--- config.mk ---
export PLATFORM = sky130hd
export DESIGN_NAME = ul_uart_rx
export DESIGN_NICKNAME = d
export VERILOG_FILES = /design/src/rtl/ul_uart_rx_pkg.sv /design/src/rtl/ul_uart_rx_fifo.sv /design/src/rtl/ul_uart_rx.sv
export SDC_FILE = /design/constraint.sdc
export NUM_CORES = 1
export LEC_CHECK = 0
export CAP_MARGIN = 20
export CORE_MARGIN = 5
export CORE_UTILIZATION = 50
export CTS_CLUSTER_SIZE = 10
export DETAILED_ROUTE_END_ITERATION = 10
export GPL_ROUTABILITY_DRIVEN = 0
export HOLD_SLACK_MARGIN = 0.03
export PLACE_DENSITY = 0.75
export SETUP_SLACK_MARGIN = 0.4
export SLEW_MARGIN = 20
export SYNTH_ARGS = -nofsm -noshare
export SYNTH_HDL_FRONTEND = slang
export SYNTH_SLANG_ARGS = --single-unit
--- constraint.sdc ---
create_clock -name axis_clk -period 2.8 [get_ports axis_clk]
set_input_delay 0.56 -clock axis_clk [delete_from_list [all_inputs] [get_ports axis_clk]]
set_output_delay 0.56 -clock axis_clk [all_outputs]
set_load 0.03 [all_outputs]
--- src/rtl/ul_uart_rx_pkg.sv ---
// Shared types and helpers for the UL UART receive path.
package ul_uart_rx_pkg;

  // Receiver framing states.
  typedef enum logic [2:0] {
    StIdle,
    StStart,
    StData,
    StStop,
    StBreakWait
  } rx_state_e;

  // Receive FIFO geometry: 5-bit pointers wrapping modulo 32, one slot kept free.
  localparam int unsigned FifoPtrW  = 5;
  localparam int unsigned FifoDepth = 31;

  // Minimum counter width able to hold max_val (at least 1 bit).
  function automatic int unsigned cnt_bits(input int unsigned max_val);
    return (max_val < 2) ? 1 : $clog2(max_val + 1);
  endfunction

endpackage

--- src/rtl/ul_uart_rx_fifo.sv ---
// 31-entry synchronous FIFO with fill level, shared by UL peripherals.
module ul_uart_rx_fifo
  import ul_uart_rx_pkg::*;
#(
  parameter int unsigned Width = 8
) (
  input  logic                clk,
  input  logic                rst_n,
  input  logic                wr_en,
  input  logic [Width-1:0]    wr_data,
  input  logic                rd_en,
  output logic [Width-1:0]    rd_data,
  output logic                wr_done,
  output logic [FifoPtrW-1:0] used,
  output logic                empty,
  output logic                full
);

  localparam logic [FifoPtrW-1:0] PtrOne  = FifoPtrW'(1);
  localparam logic [FifoPtrW-1:0] UsedMax = FifoPtrW'(FifoDepth);

  logic [Width-1:0]    mem_q [2**FifoPtrW];
  logic [FifoPtrW-1:0] wr_ptr_q, rd_ptr_q, used_q;
  logic [FifoPtrW-1:0] used_d;
  logic                rd_done;

  assign empty   = (used_q == '0);
  assign full    = (used_q == UsedMax);
  assign used    = used_q;
  assign rd_done = rd_en && !empty;
  // A pop in the same cycle frees a slot, so a write to a full FIFO still lands.
  assign wr_done = wr_en && (!full || rd_done);
  // Head is forced to zero while empty so the bus never sees stale storage.
  assign rd_data = empty ? '0 : mem_q[rd_ptr_q];

  // Storage array, written on accepted pushes only.
  always_ff @(posedge clk) begin
    if (wr_done) begin
      mem_q[wr_ptr_q] <= wr_data;
    end
  end

  // Fill level update from accepted push/pop pair.
  always_comb begin
    used_d = used_q;
    unique case ({wr_done, rd_done})
      2'b10:   used_d = used_q + PtrOne;
      2'b01:   used_d = used_q - PtrOne;
      default: used_d = used_q;
    endcase
  end

  // Pointer and level registers.
  always_ff @(posedge clk or negedge rst_n) begin
    if (!rst_n) begin
      wr_ptr_q <= '0;
      rd_ptr_q <= '0;
      used_q   <= '0;
    end else begin
      if (wr_done) wr_ptr_q <= wr_ptr_q + PtrOne;
      if (rd_done) rd_ptr_q <= rd_ptr_q + PtrOne;
      used_q <= used_d;
    end
  end

endmodule

--- src/rtl/ul_uart_rx.sv ---
// UART receiver: oversampled 8N1-style deframer feeding a 31-entry FIFO with
// level/idle interrupt and sticky framing/overrun errors.
module ul_uart_rx
  import ul_uart_rx_pkg::*;
#(
  parameter int unsigned BITS_DATA         = 8,
  parameter int unsigned UART_SPEED        = 9600,
  parameter int unsigned BUS_SPEED         = 62500000,
  parameter int unsigned GEN_IRQ_WHEN_HAVE = 16,
  parameter int unsigned IDLE_BITS         = 32
) (
  input  logic                 axis_clk,
  input  logic                 reset,
  input  logic                 rxd,
  output logic [BITS_DATA-1:0] axis_data,
  output logic                 axis_valid,
  input  logic                 axis_ready,
  output logic [4:0]           fifo_used,
  output logic                 fifo_empty,
  output logic                 err_overrun,
  output logic                 err_frame,
  input  logic                 err_clear,
  output logic                 int_valid,
  input  logic                 int_ready
);

  localparam int unsigned Div     = BUS_SPEED / UART_SPEED;
  localparam int unsigned HalfDiv = Div / 2;
  localparam int unsigned CntW    = cnt_bits(Div - 1);
  localparam int unsigned IdxW    = cnt_bits(BITS_DATA - 1);
  localparam int unsigned IdleTc  = IDLE_BITS * Div;
  localparam int unsigned IdleW   = cnt_bits(IdleTc);

  localparam logic [CntW-1:0]  CntFull  = CntW'(Div - 1);
  localparam logic [CntW-1:0]  CntHalf  = CntW'(HalfDiv - 1);
  localparam logic [CntW-1:0]  CntOne   = CntW'(1);
  localparam logic [IdxW-1:0]  IdxLast  = IdxW'(BITS_DATA - 1);
  localparam logic [IdxW-1:0]  IdxOne   = IdxW'(1);
  localparam logic [IdleW-1:0] IdleTerm = IdleW'(IdleTc);
  localparam logic [IdleW-1:0] IdleLast = IdleW'(IdleTc - 1);
  localparam logic [IdleW-1:0] IdleOne  = IdleW'(1);
  localparam logic [4:0]       IrqArm   = 5'(GEN_IRQ_WHEN_HAVE - 1);

  logic [1:0] rst_sync_q;
  logic       rst_n;

  logic rx_meta_q, rxs_q, rxs_prev_q;

  rx_state_e            state_q, state_d;
  logic [CntW-1:0]      cnt_q, cnt_d;
  logic [IdxW-1:0]      idx_q, idx_d;
  logic [BITS_DATA-1:0] shift_q, shift_d;
  logic                 push, start_det, frame_err_set;

  logic                 pop, wr_done, fifo_full;
  logic                 overrun_set;
  logic                 err_frame_q, err_frame_d, err_overrun_q, err_overrun_d;

  logic [IdleW-1:0]     idle_q, idle_d;
  logic                 idle_hit, idle_irq, level_irq;
  logic                 int_valid_q, int_valid_d;

  // Reset asserts asynchronously, releases on a clock edge.
  always_ff @(posedge axis_clk or negedge reset) begin
    if (!reset) begin
      rst_sync_q <= 2'b00;
    end else begin
      rst_sync_q <= {rst_sync_q[0], 1'b1};
    end
  end

  assign rst_n = rst_sync_q[1];

  // Two-flop synchroniser plus one history flop for falling-edge detection.
  always_ff @(posedge axis_clk or negedge rst_n) begin
    if (!rst_n) begin
      rx_meta_q  <= 1'b1;
      rxs_q      <= 1'b1;
      rxs_prev_q <= 1'b1;
    end else begin
      rx_meta_q  <= rxd;
      rxs_q      <= rx_meta_q;
      rxs_prev_q <= rxs_q;
    end
  end

  // Deframer next-state: mid-bit sampling driven by a per-bit down counter.
  always_comb begin
    state_d       = state_q;
    cnt_d         = cnt_q;
    idx_d         = idx_q;
    shift_d       = shift_q;
    push          = 1'b0;
    start_det     = 1'b0;
    frame_err_set = 1'b0;
    unique case (state_q)
      StIdle: begin
        if (!rxs_q && rxs_prev_q) begin
          state_d   = StStart;
          cnt_d     = CntHalf;
          start_det = 1'b1;
        end
      end
      StStart: begin
        if (cnt_q == '0) begin
          if (!rxs_q) begin
            state_d = StData;
            cnt_d   = CntFull;
            idx_d   = '0;
          end else begin
            state_d = StIdle;
          end
        end else begin
          cnt_d = cnt_q - CntOne;
        end
      end
      StData: begin
        if (cnt_q == '0) begin
          shift_d = {rxs_q, shift_q[BITS_DATA-1:1]};
          cnt_d   = CntFull;
          if (idx_q == IdxLast) begin
            state_d = StStop;
          end else begin
            idx_d = idx_q + IdxOne;
          end
        end else begin
          cnt_d = cnt_q - CntOne;
        end
      end
      StStop: begin
        if (cnt_q == '0) begin
          if (rxs_q) begin
            push    = 1'b1;
            state_d = StIdle;
          end else begin
            frame_err_set = 1'b1;
            state_d       = StBreakWait;
          end
        end else begin
          cnt_d = cnt_q - CntOne;
        end
      end
      StBreakWait: begin
        // A held-low line yields a single framing error until it returns high.
        if (rxs_q) begin
          state_d = StIdle;
        end
      end
      default: state_d = StIdle;
    endcase
  end

  // Deframer state registers.
  always_ff @(posedge axis_clk or negedge rst_n) begin
    if (!rst_n) begin
      state_q <= StIdle;
      cnt_q   <= '0;
      idx_q   <= '0;
      shift_q <= '0;
    end else begin
      state_q <= state_d;
      cnt_q   <= cnt_d;
      idx_q   <= idx_d;
      shift_q <= shift_d;
    end
  end

  assign pop = axis_valid && axis_ready;

  ul_uart_rx_fifo #(
    .Width (BITS_DATA)
  ) u_fifo (
    .clk     (axis_clk),
    .rst_n   (rst_n),
    .wr_en   (push),
    .wr_data (shift_q),
    .rd_en   (pop),
    .rd_data (axis_data),
    .wr_done (wr_done),
    .used    (fifo_used),
    .empty   (fifo_empty),
    .full    (fifo_full)
  );

  assign axis_valid  = !fifo_empty;
  assign overrun_set = push && !wr_done;

  // Sticky errors; a new error in the clear cycle survives.
  always_comb begin
    err_frame_d   = frame_err_set | (err_frame_q & ~err_clear);
    err_overrun_d = overrun_set | (err_overrun_q & ~err_clear);
  end

  // Error flag registers.
  always_ff @(posedge axis_clk or negedge rst_n) begin
    if (!rst_n) begin
      err_frame_q   <= 1'b0;
      err_overrun_q <= 1'b0;
    end else begin
      err_frame_q   <= err_frame_d;
      err_overrun_q <= err_overrun_d;
    end
  end

  assign err_frame   = err_frame_q;
  assign err_overrun = err_overrun_q;

  // Idle-line timer; saturating at terminal count gives one event per idle period.
  always_comb begin
    idle_d   = idle_q;
    idle_hit = 1'b0;
    if (start_det || wr_done) begin
      idle_d = '0;
    end else if (state_q == StIdle && rxs_q && idle_q != IdleTerm) begin
      idle_d   = idle_q + IdleOne;
      idle_hit = (idle_q == IdleLast);
    end
  end

  // Idle timer register.
  always_ff @(posedge axis_clk or negedge rst_n) begin
    if (!rst_n) begin
      idle_q <= '0;
    end else begin
      idle_q <= idle_d;
    end
  end

  // Interrupt: level crossing or idle-with-data; a set event beats the ack.
  always_comb begin
    idle_irq    = idle_hit && !fifo_empty;
    level_irq   = wr_done && !pop && (fifo_used == IrqArm);
    int_valid_d = idle_irq | level_irq | (int_valid_q & ~int_ready);
  end

  // Interrupt request register.
  always_ff @(posedge axis_clk or negedge rst_n) begin
    if (!rst_n) begin
      int_valid_q <= 1'b0;
    end else begin
      int_valid_q <= int_valid_d;
    end
  end

  assign int_valid = int_valid_q;

endmodule

==> flow_metrics.py, run 1 <==
metrics = {
    "run_status": {
        "status": "complete, but fails checks",
        "violations": "setup timing",
    },
    "synth": {
        "ys_warn_count": 0,
        "synth_top_area_cell": "edfxtp_1",
        "synth_edf_count": 256,
        "synthCells": 782,
        "synth_cell_types": 66,
        "syn-num-nets": 802,
        "synth_top_area_share_pct": 56.6,
        "yosysSeqAreaShare_pct": 69.2,
        "synth.most_common_cell": "edfxtp_1",
        "synth_seq_cells": 324,
        "async_flop_share_pct": 21.0,
        "syn-cell-area_sq_um": 13600,
        "synth.avg_cell_area_sq_um": 17.4,
        "ys_top_cells_by_area": "edfxtp_1, mux4_2, dfrtp_1",
        "synthFlopType": "edfxtp_1",
        "synthTopCellsByCount": "edfxtp_1, mux4_2, dfrtp_1, nor2_1, nand2_1",
    },
    "global_route": {
        "grt_pass1_wl_um": 49300,
        "grt_overflow": 0,
        "grt_max_degree": 36,
        "grt_pass1_vias": 7962,
        "track_usage_pct": 21.3,
        "antenna_found_initial": 1,
    },
    "placed_design": {
        "place_ws_ns": -0.421,
        "port_buffers": 23,
        "dp_hpwl_um": 17600,
    },
    "clock_network": {
        "cts.clk_slew.worst_paths_ns": 0.05,
        "htree_levels": 2,
        "cts_tree": "built",
        "cts_sinks": 324,
        "clk_latency_ns": 0.52,
        "clk_path_buf_depth": 3,
        "cts_root_buf": "clkbuf_16",
        "numCtsBuffers": 38,
        "ctsHoldBuffers": 0,
    },
    "floorplanning": {
        "std_cell_rows": 60,
        "die_w_um": 175,
        "core_area_sq_um": 26900,
        "io_pins": 24,
        "start_util_pct": 50.5,
        "dieArea_sq_um": 30500,
        "die_y_um": 175,
    },
    "power": {
        "p_leak_nw": 5.97,
        "ir_drop_v": 0.000603,
        "power_density_nw_per_um2": 796,
        "design_power_total_w": 0.0138,
    },
    "drt": {
        "dr.pass1.iters": 5,
        "avgRoutedWirePerCell_um": 25.1,
        "drc": 0,
        "drtAntennaViolNets": 0,
        "vias": 7844,
        "routed_via_density": 6.11,
        "wl_um": 32200,
        "drt_iter0_drc": 729,
    },
    "finish": {
        "drive_gt1_share_pct": 39.1,
        "diodes": 0,
        "fill_cells": 1800,
        "nets": 949,
        "syn_to_final_growth_pct": 27.5,
    },
    "setup_path": {
        "worstPathArrival_ns": 2.76,
        "r2r_start": "cnt_q[0]",
        "endpoint": "axis_data[1]",
        "crit_start": "u_fifo.rd_ptr_q[0]",
        "r2r_cells": 12,
        "crit_path_end_kind": "output pin",
        "crit_required_ns": 2.24,
        "worstSetupPathType": "reg -> out",
        "r2r_end": "u_fifo.used[4]",
        "worstPathMaxFanout": 6,
        "critPathLaunchType": "flop",
        "r2r_slack_ns": 0,
    },
    "sta": {
        "period_minus_slack_ns": 3.32,
        "clock_skew_ns": 0.0215,
        "tightest_slew_ns": 1.13,
        "maxSlewViolCount": 0,
        "slew_headroom_pct": 24.7,
        "max_freq_mhz": 301,
        "hold_viol_final": 0,
        "whs_ns": 0.203,
        "setup_viol": 9,
        "setup_ws_ns": -0.518,
        "rsz0062_at_grt": "true",
        "post-route-period-util_pct": 119,
    },
    "job": {
        "cap_violations": 0,
    },
    "min_path": {
        "hp-class": "in -> async",
    },
}
## cell type report
class | count | area [sq um] | area share [%]
sequential | 324 | 9410 | 54.4
tap | 341 | 427 | 2.46
clock inverter | 2 | 32.5 | 0.188
inverter | 18 | 67.6 | 0.390
multi-input combinational | 402 | 4470 | 25.8
clock buffer | 52 | 1030 | 5.98
timing repair buffer | 145 | 1860 | 10.8
## flip-flops by register name, summed over array words and instances, names as in the netlist
register         flops
u_fifo.wr_ptr_q      5
state_q              3
shift_q              8
rst_sync_q           2
u_fifo.rd_ptr_q      5
rxs_q                1
u_fifo.used          5
err_overrun          1
rx_meta_q            1
u_fifo.mem_q       256
idx_q                3
cnt_q               13
int_valid            1
idle_q              18
rxs_prev_q           1
err_frame            1
## where the power goes
group	switching, W	internal, W	leakage, nW
logic	0.00185	0.00206	2.15
registers	0.000190	0.00532	3.30
clock network	0.00181	0.00255	0.516
## worst min-delay path by stage
stage	slack [ns]	cells past startpoint	endpoint	from
6_report	0.20	1	rst_sync_q[0]	reset
5_1_grt	0.20	1	rst_sync_q[0]	reset
4_1_cts	0.19	1	rst_sync_q[0]	reset
3_5_place_dp	0.34	0	rst_sync_q[1]	rst_sync_q[0]
3_3_place_gp	0.34	0	rst_sync_q[1]	rst_sync_q[0]
2_1_floorplan	0.26	0	rst_sync_q[0]	reset
## through the flow
stage / setup TNS [ns] / cell area, sq um / utilization, % / instances
global placement: -4.24 / 15000 / 55.7 / 1166
detailed placement: -3.91 / 15000 / 55.7 / 1166
global route: -4.45 / 17300 / 64.4 / 1284
floorplan: -0.174 / 13900 / - / 782
CTS: -3.91 / 17000 / 63.3 / 1271
finish: -3.79 / 17300 / 64.4 / 1284
## kinds of logic (layout without fill, tap and decap cells)
kind of cell             Yosys count  in the layout  synth area share, %
AO/OA/AOI/OAI                    100            100                 4.98
AND/OR/NAND/NOR                  172            173                 7.09
adder cells (fa/ha/maj)           14             14                 1.29
buffers and inverters             57            217                 1.76
XOR/XNOR                          23             23                 1.48
multiplexers                      91             91                 14.2
other                              1              1               0.0276
flip-flops                       324            324                 69.2
## placed cells by master (no fill, tap or decap), types with 5 or more instances in the layout
| cell | instances |
|---|---|
| ha_1 | 11 |
| clkbuf_1 | 12 |
| xnor2_1 | 13 |
| nand3_1 | 5 |
| inv_1 | 14 |
| mux2_2 | 8 |
| o21ai_0 | 20 |
| buf_12 | 41 |
| nand4_1 | 8 |
| buf_6 | 34 |
| a21oi_1 | 14 |
| clkbuf_16 | 39 |
| nand2_8 | 5 |
| nand2_1 | 23 |
| dfrtp_2 | 10 |
| mux4_2 | 80 |
| nor3_1 | 5 |
| o2111ai_1 | 6 |
| o211ai_1 | 6 |
| nand2b_1 | 5 |
| clkdlybuf4s50_1 | 13 |
| edfxtp_1 | 256 |
| nor2_4 | 40 |
| or3_1 | 8 |
| nor2b_1 | 5 |
| xor2_1 | 9 |
| or4_1 | 5 |
| dfrtp_1 | 54 |
| buf_4 | 50 |
| nor2_1 | 19 |
| a21oi_2 | 9 |
| a22o_1 | 7 |
## routing by layer
metal	share of wire [%]	GRT usage [%]
met1	39	28.5
met5	0.062	0
met3	6.2	3.68
met2	52	36.2
met4	2.6	6.58
## worst max-delay path: stages, from the launching register on
cell and delay (ns):
dfrtp_4 0.51, buf_12 0.15, buf_6 0.12, buf_16 0.13, mux4_2 0.48, mux4_2 0.48
a22o_1 0.25, buf_6 0.14
## what timing repair did
action,in CTS,in global routing
buffers inserted,45,10
resized for setup,111,58
endpoints found under the setup margin,289,296
hold endpoints to repair,0,0
pin swaps,37,23
gates cloned,6,3
Note: power is estimated with default switching activity, not from simulation.
==> run 2, diff against run 1 <==
- CTS_BUF_LIST: unset -> sky130_fd_sc_hd__clkbuf_16
==> run 2 against run 1 <==
- the flow still finishes with violations (setup timing)
- combinational power is essentially flat
- sequential share of layout area is essentially flat
- non-clock buffer count is the same
- flip-flop and latch count is the same
- critical path type unchanged
- largest cell class unchanged
==> flow_metrics.py, run 2 (synthesis results as in run 1) <==
metrics = {
    "run_status": {
        "status": "complete, but fails checks",
        "violations": "setup timing",
    },
    "drt": {
        "drc": 0,
        "drt_iter0_drc": 708,
        "routed_via_density": 6.07,
        "drtAntennaViolNets": 0,
        "dr.pass1.iters": 7,
        "wl_um": 32200,
        "vias": 7790,
        "avgRoutedWirePerCell_um": 25.1,
    },
    "power": {
        "design_power_total_w": 0.0137,
        "power_density_nw_per_um2": 792,
        "p_leak_nw": 6.01,
        "ir_drop_v": 0.000597,
    },
    "setup_path": {
        "r2r_end": "u_fifo.used[4]",
        "crit_path_end_kind": "output pin",
        "r2r_start": "cnt_q[0]",
        "worstPathMaxFanout": 6,
        "r2r_slack_ns": 0,
        "crit_start": "u_fifo.rd_ptr_q[0]",
        "crit_required_ns": 2.24,
        "critPathLaunchType": "flop",
        "worstSetupPathType": "reg -> out",
        "r2r_cells": 12,
        "worstPathArrival_ns": 2.76,
    },
    "placed_design": {
        "port_buffers": 23,
        "place_inst": 1166,
        "dp_hpwl_um": 17600,
    },
    "sta": {
        "tns_ns": -3.79,
        "rsz0062_at_grt": "true",
        "tightest_slew_ns": 1.12,
        "clock_skew_ns": 0.0200,
        "period_minus_slack_ns": 3.32,
        "hold_viol_final": 0,
        "setup_ws_ns": -0.518,
        "max_freq_mhz": 301,
        "post-route-period-util_pct": 119,
        "setup_viol": 9,
        "slew_headroom_pct": 25.6,
        "maxSlewViolCount": 0,
    },
    "floorplanning": {
        "core_area_sq_um": 26900,
        "die_y_um": 175,
        "start_util_pct": 50.5,
        "die_w_um": 175,
        "std_cell_rows": 60,
        "io_pins": 24,
        "dieArea_sq_um": 30500,
    },
    "finish": {
        "final_cells": 1284,
        "largestRegisters": "u_fifo.mem_q (256), idle_q (18), cnt_q (13)",
        "nets": 949,
        "syn_to_final_growth_pct": 27.5,
        "drive_gt1_share_pct": 39.0,
        "final_common_cell": "edfxtp_1",
        "regMostFlops": "u_fifo.mem_q",
        "largest_reg_flops": 256,
        "layout_common_cells": "edfxtp_1, mux4_2, dfrtp_1",
        "diodes": 0,
        "postLayoutCoreUtil_pct": 64.4,
    },
    "clock_network": {
        "cts_root_buf": "clkbuf_16",
        "clk_latency_ns": 0.52,
        "clk_path_buf_depth": 3,
        "cts_sinks": 324,
        "htree_levels": 2,
        "cts_tree": "built",
        "ctsHoldBuffers": 0,
        "cts.clk_slew.worst_paths_ns": 0.05,
        "numCtsBuffers": 38,
    },
    "global_route": {
        "antenna_found_initial": 1,
        "grt_pass1_wl_um": 49300,
        "grt_overflow": 0,
        "grt_max_degree": 36,
        "grt_pass1_vias": 7976,
        "track_usage_pct": 21.3,
    },
    "min_path": {
        "hp-class": "in -> async",
    },
    "job": {
        "cap_violations": 0,
    },
}
[run 2: report_power, final]
part | total (W) | switching [W] | leakage, nW | internal (W)
logic | 0.00390 | 0.00184 | 2.15 | 0.00206
registers | 0.00551 | 0.000188 | 3.30 | 0.00532
clock network | 0.00430 | 0.00182 | 0.560 | 0.00248
[run 2: cell type report]
cell class              count  area [sq um]
well taps                 341           427
clock buffers              39           976
multi-input cells         402          4470
clock inverters            15          81.3
repair buffers            145          1860
fillers                  1800          9580
inverters                  18          67.6
flip-flops and latches    324          9410
[run 2: per-layer routing]
metal	vias to the layer above	track usage, %	share of wire, %
li1	3409	-	-
met1	4012	28.5	39
met2	305	36.2	52
met3	62	3.68	6.1
met4	2	6.58	2.7
met5	-	0	0.062
[run 2: how the worst max path moves through the flow]
stage | cells after the start | slack, ns | end
after floorplan | 11 | -0.17 | u_fifo.used[4]
after global placement | 5 | -0.40 | axis_data[3]
after detailed placement | 5 | -0.42 | axis_data[3]
after CTS | 7 | -0.52 | axis_data[6]
after global routing | 7 | -0.59 | axis_data[1]
final | 7 | -0.52 | axis_data[1]
[run 2: what timing repair did]
item	CTS	global route
endpoints found under the setup margin	289	296
buffers inserted	45	10
pin swaps	37	23
cloned	6	3
gates resized for setup	111	58
[run 2: through the flow]
step | hold WS [ns] | worst slack [ns] | instance area, sq um
2_1_floorplan | 0.264 | -0.174 | 13900
3_3_place_gp | 0.339 | -0.399 | 15000
3_5_place_dp | 0.342 | -0.421 | 15000
4_1_cts | 0.190 | -0.520 | 17000
5_1_grt | 0.200 | -0.591 | 17300
6_report | 0.202 | -0.518 | 17300
[run 2: worst max-delay path, stage by stage (launching register included)]
cell	delay, ns
dfrtp_4	0.51
buf_12	0.15
buf_6	0.12
buf_16	0.13
mux4_2	0.48
mux4_2	0.48
a22o_1	0.25
buf_6	0.14
